--- config.mk ---
export PLATFORM = sky130hd
export DESIGN_NAME = trace_record_arbiter
export DESIGN_NICKNAME = d
export VERILOG_FILES = /design/src/rtl/gouram_trace_pkg.sv /design/src/rtl/trace_fifo.sv /design/src/rtl/trace_record_arbiter.sv
export SDC_FILE = /design/constraint.sdc
export NUM_CORES = 1
export LEC_CHECK = 0
export CAP_MARGIN = 20
export CORE_MARGIN = 2
export CORE_UTILIZATION = 35
export DETAILED_ROUTE_END_ITERATION = 7
export REMOVE_ABC_BUFFERS = 1
export SYNTH_ARGS = -nofsm -noshare
export SYNTH_HDL_FRONTEND = slang
export SYNTH_SLANG_ARGS = --single-unit
--- constraint.sdc ---
create_clock -name clk -period 6.15 [get_ports clk]
set_input_delay 0.9225 -clock clk [delete_from_list [all_inputs] [get_ports clk]]
set_output_delay 0.9225 -clock clk [all_outputs]
set_load 0.03 [all_outputs]
--- src/rtl/gouram_trace_pkg.sv ---
// Shared types for the trace record arbiter: record layout, arbiter FSM states and requester limits.
package gouram_trace_pkg;

  localparam int MAX_REQ          = 8;
  localparam int TIME_WIDTH       = 32;
  localparam int DEF_NUM_REQ      = 2;
  localparam int DEF_ADDR_WIDTH   = 16;
  localparam int DEF_DATA_WIDTH   = 32;

  typedef enum logic [1:0] {
    DISABLED = 2'd0,
    RUN      = 2'd1,
    DRAIN    = 2'd2
  } arb_state_e;

  // Record layout for the default configuration; out_rec of the arbiter uses the same field order.
  typedef struct packed {
    logic [$clog2(DEF_NUM_REQ)-1:0] src_id;
    logic [DEF_DATA_WIDTH-1:0]      instruction;
    logic [DEF_ADDR_WIDTH-1:0]      instr_addr;
    logic [TIME_WIDTH-1:0]          stage_end;
  } trace_rec_t;

endpackage

--- src/rtl/trace_fifo.sv ---
// Show-ahead FIFO: head entry is presented from registered storage whenever the FIFO is non-empty.
module trace_fifo #(
  parameter int  DEPTH = 4,
  parameter type T     = logic [7:0]
) (
  input  logic                   clk,
  input  logic                   rst,
  input  logic                   push,
  input  T                       push_data,
  input  logic                   pop,
  output T                       head_data,
  output logic                   empty,
  output logic                   full,
  output logic [$clog2(DEPTH):0] count
);

  localparam int PW = $clog2(DEPTH);

  T               mem [DEPTH];
  logic [PW-1:0]  wr_ptr_reg;
  logic [PW-1:0]  rd_ptr_reg;
  logic [PW:0]    count_reg;
  logic           do_push;
  logic           do_pop;

  assign empty   = (count_reg == '0);
  assign full    = (count_reg == (PW+1)'(DEPTH));
  assign count   = count_reg;
  assign do_pop  = pop && !empty;
  // A push into a full FIFO is only legal when the head leaves in the same cycle.
  assign do_push = push && (!full || do_pop);

  always_ff @(posedge clk) begin
    if (do_push) begin
      mem[wr_ptr_reg] <= push_data;
    end
  end

  always_ff @(posedge clk) begin
    if (rst) begin
      wr_ptr_reg <= '0;
      rd_ptr_reg <= '0;
      count_reg  <= '0;
    end else begin
      if (do_push) begin
        wr_ptr_reg <= wr_ptr_reg + PW'(1);
      end
      if (do_pop) begin
        rd_ptr_reg <= rd_ptr_reg + PW'(1);
      end
      count_reg <= count_reg + (PW+1)'(do_push) - (PW+1)'(do_pop);
    end
  end

  assign head_data = empty ? '0 : mem[rd_ptr_reg];

endmodule

--- src/rtl/trace_record_arbiter.sv ---
// Latches one-cycle tracker pulses into per-requester holds and round-robins them into a trace FIFO.
// Optional macro TRACE_ARB_DROP_COUNT_EN adds per-requester saturating drop counters (drop_count).
module trace_record_arbiter
  import gouram_trace_pkg::*;
#(
  parameter int  NUM_REQ          = 2,
  parameter int  INSTR_ADDR_WIDTH = 16,
  parameter int  INSTR_DATA_WIDTH = 32,
  parameter int  FIFO_DEPTH       = 4,
  localparam int SRC_W            = $clog2(NUM_REQ),
  localparam int REC_W            = SRC_W + INSTR_DATA_WIDTH + INSTR_ADDR_WIDTH + TIME_WIDTH
) (
  input  logic                                clk,
  input  logic                                rst,
  input  logic                                trace_en,
  input  logic [NUM_REQ-1:0]                  req_valid,
  input  logic [NUM_REQ*INSTR_DATA_WIDTH-1:0] req_instr,
  input  logic [NUM_REQ*INSTR_ADDR_WIDTH-1:0] req_addr,
  input  logic [NUM_REQ*TIME_WIDTH-1:0]       req_time,
  output logic                                out_valid,
  input  logic                                out_ready,
  output logic [REC_W-1:0]                    out_rec,
  output logic [NUM_REQ-1:0]                  overflow,
`ifdef TRACE_ARB_DROP_COUNT_EN
  output logic [NUM_REQ*16-1:0]               drop_count,
`endif
  output logic                                busy
);

  typedef struct packed {
    logic [SRC_W-1:0]            src_id;
    logic [INSTR_DATA_WIDTH-1:0] instruction;
    logic [INSTR_ADDR_WIDTH-1:0] instr_addr;
    logic [TIME_WIDTH-1:0]       stage_end;
  } rec_t;

  typedef struct packed {
    logic [INSTR_DATA_WIDTH-1:0] instruction;
    logic [INSTR_ADDR_WIDTH-1:0] instr_addr;
    logic [TIME_WIDTH-1:0]       stage_end;
  } hold_t;

  arb_state_e                    state_reg;
  arb_state_e                    state_next;
  logic                          capture_en;
  logic [NUM_REQ-1:0]            hold_valid;
  hold_t [NUM_REQ-1:0]           hold_data;
  logic [SRC_W-1:0]              rr_ptr_reg;
  logic                          grant_valid;
  logic [SRC_W-1:0]              grant_idx;
  logic                          fifo_empty;
  logic                          fifo_full;
  logic                          fifo_pop;
  logic                          fifo_can_push;
  logic [$clog2(FIFO_DEPTH):0]   fifo_count;
  rec_t                          push_rec;
  rec_t                          head_rec;

  // ---------------- FSM ----------------
  always_ff @(posedge clk) begin
    if (rst) begin
      state_reg <= DISABLED;
    end else begin
      state_reg <= state_next;
    end
  end

  always_comb begin
    state_next = state_reg;
    capture_en = 1'b0;
    busy       = 1'b1;
    unique case (state_reg)
      DISABLED: begin
        busy = 1'b0;
        if (trace_en) state_next = RUN;
      end
      RUN: begin
        capture_en = 1'b1;
        if (!trace_en) state_next = DRAIN;
      end
      DRAIN: begin
        if (trace_en) begin
          state_next = RUN;
        end else if ((hold_valid == '0) && (fifo_count == '0)) begin
          state_next = DISABLED;
        end
      end
      default: state_next = DISABLED;
    endcase
  end

  // ---------------- Round-robin arbitration ----------------
  assign fifo_pop      = !fifo_empty && out_ready;
  assign fifo_can_push = !fifo_full || fifo_pop;

  always_comb begin
    int               sum;
    logic [SRC_W-1:0] cand;
    grant_valid = 1'b0;
    grant_idx   = '0;
    sum         = 0;
    cand        = '0;
    for (int o = 0; o < NUM_REQ; o++) begin
      sum = int'(rr_ptr_reg) + o;
      if (sum >= NUM_REQ) sum = sum - NUM_REQ;
      cand = SRC_W'(sum);
      if (!grant_valid && hold_valid[cand] && fifo_can_push) begin
        grant_valid = 1'b1;
        grant_idx   = cand;
      end
    end
  end

  always_ff @(posedge clk) begin
    if (rst) begin
      rr_ptr_reg <= '0;
    end else if (grant_valid) begin
      rr_ptr_reg <= (grant_idx == SRC_W'(NUM_REQ - 1)) ? '0 : grant_idx + SRC_W'(1);
    end
  end

  always_comb begin
    push_rec             = '0;
    push_rec.src_id      = grant_idx;
    push_rec.instruction = hold_data[grant_idx].instruction;
    push_rec.instr_addr  = hold_data[grant_idx].instr_addr;
    push_rec.stage_end   = hold_data[grant_idx].stage_end;
  end

  // ---------------- Per-requester holds and drop tracking ----------------
  for (genvar gi = 0; gi < NUM_REQ; gi++) begin : g_hold
    logic  valid_reg;
    hold_t data_reg;
    logic  ovf_reg;
    logic  granted;
    logic  accept;
    logic  drop;

    assign granted = grant_valid && (grant_idx == SRC_W'(gi));
    // A hold being emptied this cycle can take the new pulse without losing anything.
    assign accept  = capture_en && req_valid[gi] && (!valid_reg || granted);
    assign drop    = capture_en && req_valid[gi] && valid_reg && !granted;

    always_ff @(posedge clk) begin
      if (rst) begin
        valid_reg <= 1'b0;
        data_reg  <= '0;
        ovf_reg   <= 1'b0;
      end else begin
        if (accept) begin
          valid_reg            <= 1'b1;
          data_reg.instruction <= req_instr[gi*INSTR_DATA_WIDTH +: INSTR_DATA_WIDTH];
          data_reg.instr_addr  <= req_addr[gi*INSTR_ADDR_WIDTH +: INSTR_ADDR_WIDTH];
          data_reg.stage_end   <= req_time[gi*TIME_WIDTH +: TIME_WIDTH];
        end else if (granted) begin
          valid_reg <= 1'b0;
        end
        if (drop) begin
          ovf_reg <= 1'b1;
        end
      end
    end

    assign hold_valid[gi] = valid_reg;
    assign hold_data[gi]  = data_reg;
    assign overflow[gi]   = ovf_reg;

`ifdef TRACE_ARB_DROP_COUNT_EN
    logic [15:0] drop_cnt_reg;

    always_ff @(posedge clk) begin
      if (rst) begin
        drop_cnt_reg <= '0;
      end else if (drop && (drop_cnt_reg != 16'hFFFF)) begin
        drop_cnt_reg <= drop_cnt_reg + 16'd1;
      end
    end

    assign drop_count[gi*16 +: 16] = drop_cnt_reg;
`endif
  end

  // ---------------- Output FIFO ----------------
  trace_fifo #(
    .DEPTH (FIFO_DEPTH),
    .T     (rec_t)
  ) u_fifo (
    .clk       (clk),
    .rst       (rst),
    .push      (grant_valid),
    .push_data (push_rec),
    .pop       (fifo_pop),
    .head_data (head_rec),
    .empty     (fifo_empty),
    .full      (fifo_full),
    .count     (fifo_count)
  );

  assign out_valid = !fifo_empty;
  assign out_rec   = head_rec;

endmodule

---- Word level (Yosys, flattened, before mapping) ----
Memories as Yosys holds them, arrays and structs flattened. A register that Yosys moved wholly into a read port is not among the register bits.
Cells that the tools add are included.
W data, S select, Z words.
storage, ports and cells
  bits in registers ....................... 174
  bits in latches ......................... 0
  RAM bits ................................ 324
  bits in read-only memories .............. 0
  bits of input ports ..................... 166
  output and inout port bits .............. 85
  logic and storage cells ................. 99
  memories ................................ 1
memories
  name        words  width  rd ports  clocked after Yosys merged registers in  wr ports  line              source
  u_fifo.mem  4      81     1         1                                        1         trace_fifo.sv:19  T mem [DEPTH];
cells by class
  add/subtract/negate cells ............... 8
  multiply operators ...................... 0
  divide/modulo/power cells ............... 0
  $lt $le $gt $ge ......................... 5
  eq/ne operators ......................... 6
  shift operators ......................... 0
  multiplexer cells ....................... 29
  bitwise operators ....................... 1
  reductions and logical operators ........ 34
operator list
  operator               count
  $mux W80               2
  $mux W81               1
  $mux W1                19
  $logic_and A1 B1 Y1    17
  $mux W2                6
  $logic_not A1 Y1       7
  $lt A1 B2 Y1 const B   3
  $pmux W2 S3            1
  $add A2 B1 Y2 const B  2
  $logic_not A2 Y1       2
  $logic_or A1 B1 Y1     4
  $ne A2 B2 Y1 const B   2
  $reduce_bool A2 Y1     2
  $add A3 B1 Y3          1
  $eq A3 B3 Y1 const B   1
  $logic_not A3 Y1       1
  $ne A3 B3 Y1 const B   1
  $reduce_and A3 Y1      1
  $sub A3 B1 Y3          1
  $add A1 B1 Y2 const B  1
  $eq A2 B1 Y1 const B   1
  $eq A2 B2 Y1 const B   1
  $ge A1 B2 Y1 const B   1
  $ge A2 B2 Y1 const B   1
  other kinds (3)        4

---- Depth between registers and ports, before layout ----
Gate-level depths: netlist of the first run.
  word-level depth ........................ 15
  gate-level depth with buffers ........... 10
  gate-level depth less buffers ........... 10

---- By module ----
Synthesis of the first run repeated with hierarchy kept, for this count alone.
second synthesis, totals
  cells, all modules ...................... 1391
  area, all modules ....................... 19560.0 um2
modules (own cells, without submodules)
  module                instances  cells an instance  area each (um2)  sequential area each (um2)
  trace_fifo            1          563                12746.0          9909.5
  trace_record_arbiter  1          828                6814.0           3343.2

---- Worst setup path before layout of the first run ----
OpenSTA, ideal clock, no wires.
  path kind ............................... input port to flip-flop
  start point ............................. in out_ready
  end point ............................... mem u_fifo.mem[0][0] (netlist name), enable pin
  library setup time ...................... 448 ps
  arrival ................................. 3236 ps
  required time ........................... 5702 ps
  setup slack ............................. 2465 ps
  stages .................................. 3
  buffers on the path ..................... 0
  path through ............................ nor4b_4 -> nor2_1 -> and2_1
between the ends
  longest elaborated chain between the ends .. 11
  elaborated cells between the ends (all ways) .. 13
  those cells by class .................... mux: 4; reduce/logical: 9
ends and longest elaborated chain
  element                            line                         source
  start, declared                    trace_record_arbiter.sv:21   input logic out_ready,
  $logic_and A1 B1 Y1 *              trace_record_arbiter.sv:93   assign fifo_pop = !fifo_empty && out_ready;
  $logic_or A1 B1 Y1                 trace_record_arbiter.sv:94   assign fifo_can_push = !fifo_full || fifo_pop;
  $logic_and A1 B1 Y1                trace_record_arbiter.sv:107  if (!grant_valid && hold_valid[cand] && fifo_can_push) begin
  $mux W1                            trace_record_arbiter.sv:107
  $logic_not A1 Y1                   trace_record_arbiter.sv:107
  $logic_and A1 B1 Y1 (2 in series)  trace_record_arbiter.sv:107
  $mux W1                            trace_record_arbiter.sv:107
  $logic_and A1 B1 Y1 *              trace_fifo.sv:31             assign do_push = push && (!full || do_pop);
  named net u_fifo.do_push           trace_fifo.sv:23             logic do_push;
  $mux W1 *                          trace_fifo.sv:34             if (do_push) begin
  $mux W1 (implied by the code) *    trace_fifo.sv:35             mem[wr_ptr_reg] <= push_data;
  end, declared                      trace_fifo.sv:19
Mark *: on every way through the listed nets, which the timed path passes. The rest lies on a longest branch.

==> impl_metrics.csv, run 1 <==
group,metric,value,unit
setup_path,critical_path_class,"reg -> out",
final_layout,area.growth.synth_to_final,26.2,%
yosys,post_synth_main_area_contributors,"edfxtp_1 (50%), dfxtp_1 (18%), mux4_2 (9.4%)",
timing,fin_setup_tns,0,ns
floorplan,die_area,57300,µm²
global_routing,vias_in_the_first_global_route,12200,
power,power_frac_seq,0.400,
clock_network,worst_setup_hold_path_clk_slew,0.06,ns
clock_network,holdBufCountCts,0,
clock_network,post_cts_buffers,0,
detailed_routing,detailedRoute.firstIterationViolations,660,
timing,timing.final.setup_violations,0,
floorplan,fp.coreArea,54900,µm²
detailed_routing,drt.antenna.violating_nets,0,
global_routing,grt_start_max_net_pins,107,
setup_path,reg2regPathDepth,11,
power,power.switching,2660,µW
power,comb_power_share,0.241,
floorplan,rows,86,
power,internal_power,6730,µW
setup_path,timing.critical_path.from_type,"register",
yosys,synthDominantCellAreaShare,0.502,
final_layout,final_core_utilization,0.446,
final_layout,mostFrequentLayoutCells,"edfxtp_1 (324), nand2_1 (322), clkdlybuf4s50_1 (249)",
clock_network,tritoncts.num_buffers,55,
floorplan,initial_core_util,0.353,
floorplan,die_w,239,µm
hold_path,min-delay-start,"g_hold[1].data_reg[47]$_SDFFE_PP0P_",
final_layout,layout.cells.most_common,"edfxtp_1",
yosys,netlist.top_cell.by_area,"edfxtp_1",
placed_design,gp_routability_congestion,0.737,
detailed_routing,detail_route.wirelength,47200,µm
global_routing,grt_first_pass_wirelength,71200,µm
yosys,synth-edff-count,324,
final_layout,drive_above_1_share,0.164,
power,vdd_ir_drop_max,0.321,mV
final_layout,largest_register_ff_count,324,
hold_path,hold-path-cell-count,2,
job,maxCapViolCount,0,
floorplan,die_height,239,µm
yosys,synthFlopType,"edfxtp_1",
timing,relSlewSlack,0.313,
status,run_status,"complete, no violations",
timing,maxClockFrequency,236,MHz
timing,worst_clock_skew,0.0224,ns
setup_path,worst-path-max-fanout,58,
setup_path,crit-reg2reg-capture,"u_fifo.count[2]$_SDFF_PP0_",
setup_path,r2r-start,"u_fifo.count[1]$_SDFF_PP0_",
hold_path,classification_of_the_worst_slack_hold_path,"reg -> reg",
timing,layout_min_cycle_time,4.24,ns
placed_design,port-buffer-count,250,
yosys,async_flop_share,0,
yosys,ys_seq_elements,500,
clock_network,cts_tree,"yes",
power,clkPwrFrac,0.359,
hold_path,endpoint_of_the_worst_hold_path,"g_hold[1].data_reg[47]$_SDFFE_PP0P_",
placed_design,dp.final_hpwl,27000,µm
detailed_routing,dr.pass1.iters,5,
power,power_leakage,0.00840,µW
timing,hold_viol_final,0,
yosys,synth_cell_types,34,
timing,post-route-period-util,0.689,
clock_network,cts.sink_count,500,
detailed_routing,drc_errors,0,
setup_path,reg2reg_setup_slack,2.91,ns
timing,rsz0062_at_grt,"no",
global_routing,grt_util_all_layers,0.164,
floorplan,ioPinCount,251,
clock_network,insertion_delay,0.60,ns
detailed_routing,via_count,11600,
setup_path,arrival,3.31,ns
yosys,post_synth.cell_area_avg,14.0,µm²
timing,worst_pin_slew,1.03,ns
setup_path,cp_data_required_time,5.23,ns
setup_path,crit_path_end_kind,"primary output",
yosys,yosysWarningCount,0,
clock_network,clockBufferDepth,3,
power,power-per-cell-area,384,nW/µm²
global_routing,grt-ovfl-total,0,
detailed_routing,drt-wirelength-per-cell,20.0,µm
global_routing,initial_antenna_violation_count,0,
detailed_routing,routed_via_density,4.93,
clock_network,number_of_h_tree_branching_levels,2,
yosys,syn-cell-area,19400,µm²
yosys,synth_cells,1383,
clock_network,post_cts_resized,0,
clock_network,clock_tree.root_cell,"clkbuf_16",
yosys,seq_area_frac_synth,0.684,
final_layout,final_net_count,1786,
timing,timing.final.max_slew_violations,0,
power,netSwitchingFraction,0.283,
## layer usage
metal	up-vias	GRT usage	share of wire
li1	5445	-	-
met1	5918	0.225	0.46
met2	241	0.274	0.48
met3	44	0.0251	0.039
met4	0	0.0432	0.015
met5	-	0	0
## cells by family (layout without fill, tap and decap cells)
family,count (synthesis),in the layout,share of synthesized area
multiplexers,161,161,0.141
XOR/XNOR,5,5,0.00226
flip-flops,500,500,0.684
other,0,1,0
AO/OA/AOI/OAI,177,177,0.0481
buffers and inverters,103,380,0.0238
AND/OR/NAND/NOR,430,430,0.0967
adder cells (fa/ha/maj),7,7,0.00491
## metrics by stage
stage / total power, µW / area [µm²] / hold WS [ns] / cells / worst slack, ns
3_3_place_gp: 6130 / 22600 / 0.439 / 2260 / 2.23
6_report: 9390 / 24500 / 0.452 / 2365 / 1.91
5_1_grt: 9760 / 24500 / 0.467 / 2364 / 1.76
3_5_place_dp: 6150 / 22600 / 0.443 / 2260 / 2.13
4_1_cts: 9540 / 24500 / 0.452 / 2364 / 1.77
2_1_floorplan: 5200 / 19000 / 0.426 / 1290 / 0.906
## critical path, stage by stage (launching register included)
cell	delay, ns
dfxtp_4	1.00
buf_4	0.50
mux4_2	0.36
and2_1	0.21
clkdlybuf4s50_1	0.61
## synth_stat cells, types with 2 or more instances
cell        n
mux2_1      5
and2_1     87
mux2_2     75
nand2_1   322
clkbuf_1   48
a21oi_1   165
a221o_1     2
dfxtp_1   176
nor2b_1     2
mux4_2     81
xor2_1      2
buf_1       3
inv_1      10
a221oi_2    2
buf_2      33
o21ai_0     3
ha_1        6
nor2_1     11
edfxtp_1  324
nand3b_1    2
buf_4       9
xnor2_1     3
## layout make-up
cell class / count / area (µm²)
fill: 4944 / 30400
sequential: 500 / 13300
multi-input combinational: 780 / 5740
timing repair buffer: 266 / 2650
clock buffer: 74 / 1520
tap: 704 / 881
clock inverter: 30 / 375
inverter: 10 / 37.5
antenna: 1 / 2.50
## power by group through the flow
stage	sequential [µW]	combinational (µW)	clock, µW
floorplan	3910	1290	0
global placement	3830	2310	0
detailed placement	3830	2320	0
CTS	3760	2330	3450
global route	3770	2420	3570
finish	3760	2260	3370
## how the worst max path moves through the flow
stage,startpoint,endpoint,slack [ns],cells past startpoint
global route,register,out_rec[72],1.76,4
CTS,register,out_rec[72],1.77,4
floorplan,register,out_rec[0],0.91,2
global placement,out_ready,u_fifo.mem[0][61]$_DFFE_PP_,2.23,5
finish,register,out_rec[72],1.91,4
detailed placement,out_ready,u_fifo.mem[2][12]$_DFFE_PP_,2.13,5
Power figures use the tool's default switching activity.
==> inputs of run 2 (changes only) <==
Clock period 6.15 ns to 4.1 ns, I/O delays scaled along.
==> impl_metrics.csv, run 2 (synthesized netlist as in run 1, its figures left out) <==
group,metric,value,unit
timing,worst_pin_slew,1.11,ns
global_routing,grt-ovfl-total,0,
setup_path,reg2regPathDepth,5,
timing,timing.final.setup_violations,0,
hold_path,min-delay-start,"g_hold[1].data_reg[78]$_SDFFE_PP0P_",
power,power-per-cell-area,558,nW/µm²
final_layout,drive_above_1_share,0.159,
timing,post-route-period-util,0.879,
global_routing,grt_util_all_layers,0.161,
setup_path,critical_path_class,"reg -> out",
floorplan,rows,86,
final_layout,layout.cell_area.non_filler,24400,µm²
timing,rsz0062_at_grt,"no",
detailed_routing,routed_via_density,4.91,
final_layout,layout.cells.most_common,"edfxtp_1",
clock_network,tritoncts.num_buffers,53,
power,power_frac_seq,0.412,
clock_network,holdBufCountCts,0,
setup_path,crit_chain,"buf_12 > mux4_2 > and2_1 > clkdlybuf4s50_1",
power,power.switching,3850,µW
setup_path,arrival,2.99,ns
placed_design,port-buffer-count,250,
detailed_routing,via_count,11600,
final_layout,final.fill_count,4969,
setup_path,critPathSlowestCell,"clkdlybuf4s50_1",
detailed_routing,detail_route.wirelength,46100,µm
status,run_status,"complete, no violations",
power,netSwitchingFraction,0.283,
timing,maxClockFrequency,277,MHz
final_layout,final_net_count,1786,
power,internal_power,9760,µW
global_routing,grt_use_met2,0.273,
setup_path,max_stage_delay,0.61,ns
setup_path,cp_data_required_time,3.48,ns
placed_design,gp_routability_congestion,0.744,
final_layout,antennaDiodeCount,0,
global_routing,grt_use_met1,0.216,
floorplan,fp.coreArea,54900,µm²
placed_design,dpl_worst_slack,0.559,ns
global_routing,vias_in_the_first_global_route,12300,
final_layout,largest_register_ff_count,324,
floorplan,die_area,57300,µm²
timing,final_critical_path_setup_slack,0.496,ns
detailed_routing,detailedRoute.firstIterationViolations,645,
clock_network,insertion_delay,0.58,ns
power,comb_power_share,0.250,
hold_path,hold-path-cell-count,2,
clock_network,clockBufferDepth,3,
clock_network,number_of_h_tree_branching_levels,2,
floorplan,ioPinCount,251,
setup_path,timing.critical_path.from_type,"register",
setup_path,crit_path_end_kind,"primary output",
power,power_leakage,0.00837,µW
clock_network,post_cts_resized,0,
timing,hold_viol_final,0,
final_layout,area.growth.synth_to_final,25.8,%
detailed_routing,drc_errors,0,
timing,layout_min_cycle_time,3.60,ns
detailed_routing,drt.antenna.violating_nets,0,
global_routing,groute.layer.met3.usage,0.0260,
floorplan,die_height,239,µm
clock_network,worst_setup_hold_path_clk_slew,0.06,ns
setup_path,r2r-start,"g_hold[0].valid_reg$_SDFFE_PP0P_",
timing,relSlewSlack,0.262,
final_layout,mostFrequentLayoutCells,"edfxtp_1 (324), nand2_1 (322), clkdlybuf4s50_1 (249)",
detailed_routing,dr.pass1.iters,6,
floorplan,die_w,239,µm
placed_design,dp.final_hpwl,27600,µm
clock_network,post_cts_buffers,0,
timing,timing.final.max_slew_violations,0,
clock_network,cts.sink_count,500,
setup_path,worst-path-max-fanout,81,
clock_network,clock_tree.root_cell,"clkbuf_16",
global_routing,grt_start_max_net_pins,96,
job,maxCapViolCount,0,
global_routing,grt_first_pass_wirelength,70300,µm
floorplan,initial_core_util,0.353,
hold_path,classification_of_the_worst_slack_hold_path,"reg -> reg",
detailed_routing,drt-wirelength-per-cell,19.5,µm
global_routing,initial_antenna_violation_count,0,
placed_design,placement.cell_area,22700,µm²
power,vdd_ir_drop_max,0.432,mV
clock_network,cts_tree,"yes",
timing,worst_clock_skew,0.0179,ns
global_routing,top_usage_layer,"met2",
power,clkPwrFrac,0.338,
-- run 2: layout make-up --
cell class / count / area, µm² / share of cell area
sequential: 500 / 13300 / 0.544
multi-input combinational: 780 / 5740 / 0.235
timing repair buffer: 268 / 2780 / 0.114
clock buffer: 75 / 1520 / 0.0624
tap: 704 / 881 / 0.0361
clock inverter: 25 / 176 / 0.00723
inverter: 10 / 37.5 / 0.00154
-- run 2: stage by stage --
step | std cells | total power [µW] | TNS, ns | util | hold slack, ns
after detailed placement | 2262 | 9200 | 0 | 0.414 | 0.444
after CTS | 2362 | 13800 | 0 | 0.445 | 0.452
after floorplan | 1290 | 7800 | -67.76 | - | 0.426
after global placement | 2262 | 9190 | 0 | 0.414 | 0.438
final | 2362 | 13600 | 0 | 0.445 | 0.450
after global routing | 2362 | 14200 | 0 | 0.445 | 0.467
-- run 2: layer usage --
layer | vias up | wire (µm)
met5 | - | 0
met4 | 0 | 811
li1 | 5438 | -
met1 | 5843 | 20700
met2 | 260 | 22600
met3 | 57 | 2030
-- run 2: path summary, 6_finish.rpt --
kind,end,slack (ns)
min reg2reg,g_hold[1].data_reg[78]$_SDFFE_PP0P_,0.45
min,g_hold[1].data_reg[78]$_SDFFE_PP0P_,0.45
max,out_rec[6],0.50
max reg2reg,g_hold[0].data_reg[64]$_SDFFE_PP0P_,1.19
-- run 2: worst max-delay path: cells and delay by family, from the launching register on --
kind | cells | cell delay, ns
muxes | 1 | 0.60
DFF | 1 | 0.35
and+or+nand+nor | 1 | 0.22
buffers and inverters | 2 | 1.10
-- run 2: power groups by stage --
stage	clock network, µW	logic [µW]	registers (µW)
2_1_floorplan	0	1940	5860
3_3_place_gp	0	3490	5700
3_5_place_dp	0	3490	5710
4_1_cts	4720	3500	5600
5_1_grt	4910	3660	5620
6_report	4600	3410	5600
==> inputs of run 3 (changes only) <==
Settings changed: GPL_TIMING_DRIVEN set to 0.
==> impl_metrics.csv, run 3 (synthesized netlist as in run 1, its figures left out) <==
group,metric,value,unit
status,run_status,"complete, no violations",
floorplan,fp.coreArea,54900,µm²
global_routing,vias_in_the_first_global_route,12100,
setup_path,critPathSlowestCell,"dfxtp_4",
placed_design,gp_routability_congestion,0.705,
clock_network,number_of_h_tree_branching_levels,2,
setup_path,timing.critical_path.from_type,"register",
power,comb_power_share,0.246,
final_layout,largest_register_ff_count,324,
hold_path,classification_of_the_worst_slack_hold_path,"reg -> reg",
setup_path,critical_path_class,"reg -> out",
clock_network,clock_tree.root_cell,"clkbuf_16",
timing,layout_min_cycle_time,3.50,ns
power,clkPwrFrac,0.355,
clock_network,post_cts_resized,0,
final_layout,final_net_count,1787,
floorplan,die_height,239,µm
global_routing,grt-ovfl-total,0,
clock_network,post_cts_buffers,0,
clock_network,tritoncts.num_buffers,52,
job,maxCapViolCount,0,
setup_path,max_stage_delay,0.76,ns
setup_path,worst-path-max-fanout,44,
placed_design,dp.final_hpwl,27400,µm
global_routing,initial_antenna_violation_count,2,
detailed_routing,drt-wirelength-per-cell,19.1,µm
floorplan,initial_core_util,0.353,
timing,post-route-period-util,0.854,
timing,hold_viol_final,0,
final_layout,area.growth.synth_to_final,27.7,%
floorplan,rows,86,
placed_design,port-buffer-count,250,
detailed_routing,drt.antenna.violating_nets,0,
final_layout,final.fill_count,4900,
detailed_routing,detail_route.wirelength,45200,µm
timing,timing.final.setup_violations,0,
floorplan,die_w,239,µm
power,vdd_ir_drop_max,0.333,mV
detailed_routing,dr.pass1.iters,5,
timing,worst_clock_skew,0.0205,ns
timing,worst_pin_slew,1.02,ns
floorplan,ioPinCount,251,
clock_network,cts_tree,"yes",
global_routing,grt_first_pass_wirelength,69000,µm
setup_path,crit_chain,"buf_16 > mux4_2 > and2_1 > clkdlybuf4s50_1",
timing,maxClockFrequency,286,MHz
detailed_routing,detailedRoute.firstIterationViolations,518,
setup_path,arrival,2.89,ns
power,internal_power,10200,µW
final_layout,final_core_utilization,0.451,
timing,fin_setup_tns,0,ns
timing,timing.final.max_slew_violations,0,
clock_network,insertion_delay,0.59,ns
timing,rsz0062_at_grt,"no",
detailed_routing,drc_errors,0,
setup_path,crit_path_end_kind,"primary output",
clock_network,holdBufCountCts,0,
power,power.switching,3910,µW
global_routing,grt_util_all_layers,0.157,
clock_network,worst_setup_hold_path_clk_slew,0.06,ns
power,power-per-cell-area,570,nW/µm²
global_routing,grt_start_max_net_pins,96,
detailed_routing,via_count,11600,
final_layout,mostFrequentLayoutCells,"edfxtp_1 (324), nand2_1 (322), clkdlybuf4s50_1 (249)",
setup_path,cp.buffers_inverters,2,
detailed_routing,routed_via_density,4.92,
final_layout,drive_above_1_share,0.165,
clock_network,cts.sink_count,500,
setup_path,reg2reg_setup_slack,1.23,ns
power,power_leakage,0.00852,µW
final_layout,layout.cells.most_common,"edfxtp_1",
setup_path,cpLargestDelayFamily,"buffers and inverters",
timing,relSlewSlack,0.317,
power,p_total,14100,µW
clock_network,clockBufferDepth,3,
setup_path,cp_data_required_time,3.48,ns
floorplan,die_area,57300,µm²
power,netSwitchingFraction,0.277,
power,power_frac_seq,0.399,
==> run 3: cell count changes in the layout (fill, tap and decap cells not counted), moves of 2 or more <==
cell       previous run  this run
buf_12               11         1
buf_16                0        13
buf_4                 7         0
buf_8                 0         6
bufinv_16             2         7
clkbuf_1             14        12
clkbuf_8              5        11
clkinv_1             11         3
inv_4                 2         0
==> run 3: final cells by class <==
cell class                 count  area [µm²]  share of cell area
sequential                   500       13300               0.536
antenna                        1        2.50            0.000101
timing repair buffer         270        2970               0.120
clock inverter                20         289              0.0117
inverter                      10        37.5             0.00152
multi-input combinational    780        5740               0.232
clock buffer                  78        1570              0.0635
tap                          704         881              0.0356
==> run 3: layer usage <==
metal | track usage | up-vias | wire [µm]
met5 | 0 | - | 0
met4 | 0.0473 | 0 | 949
met3 | 0.0290 | 65 | 1880
met2 | 0.266 | 225 | 22500
met1 | 0.205 | 5873 | 19900
li1 | - | 5452 | -
==> run 3: final timing paths <==
kind	from	end	cells past startpoint
setup / recovery	register	out_rec[76]	4
hold / removal	g_hold[1].data_reg[67]$_SDFFE_PP0P_	g_hold[1].data_reg[67]$_SDFFE_PP0P_	2
setup reg to reg	u_fifo.count[2]$_SDFF_PP0_	u_fifo.count[2]$_SDFF_PP0_	11
hold reg to reg	g_hold[1].data_reg[67]$_SDFFE_PP0P_	g_hold[1].data_reg[67]$_SDFFE_PP0P_	2
==> run 3: power groups by stage <==
stage	Sequential [µW]	Combinational, µW	Clock, µW
after global placement	6000	3700	0
after floorplan	5860	1940	0
final	5630	3470	5020
after detailed placement	5750	3540	0
after CTS	5640	3560	5160
after global routing	5650	3700	5330
==> run 3: tightest hold or removal path, cell delays in order (launching register included) <==
cell,delay [ns]
dfxtp_1,0.30
nand2_1,0.05
a21oi_1,0.05
==> run 3: stage by stage <==
stage / area, µm² / std cells / worst slack [ns] / hold slack [ns]
6_report: 24800 / 2363 / 0.599 / 0.449
5_1_grt: 24800 / 2363 / 0.414 / 0.468
4_1_cts: 24800 / 2362 / 0.464 / 0.451
3_5_place_dp: 22900 / 2264 / 0.408 / 0.443
3_3_place_gp: 22300 / 2244 / -3.30 / 0.439
2_1_floorplan: 19000 / 1290 / -0.837 / 0.426
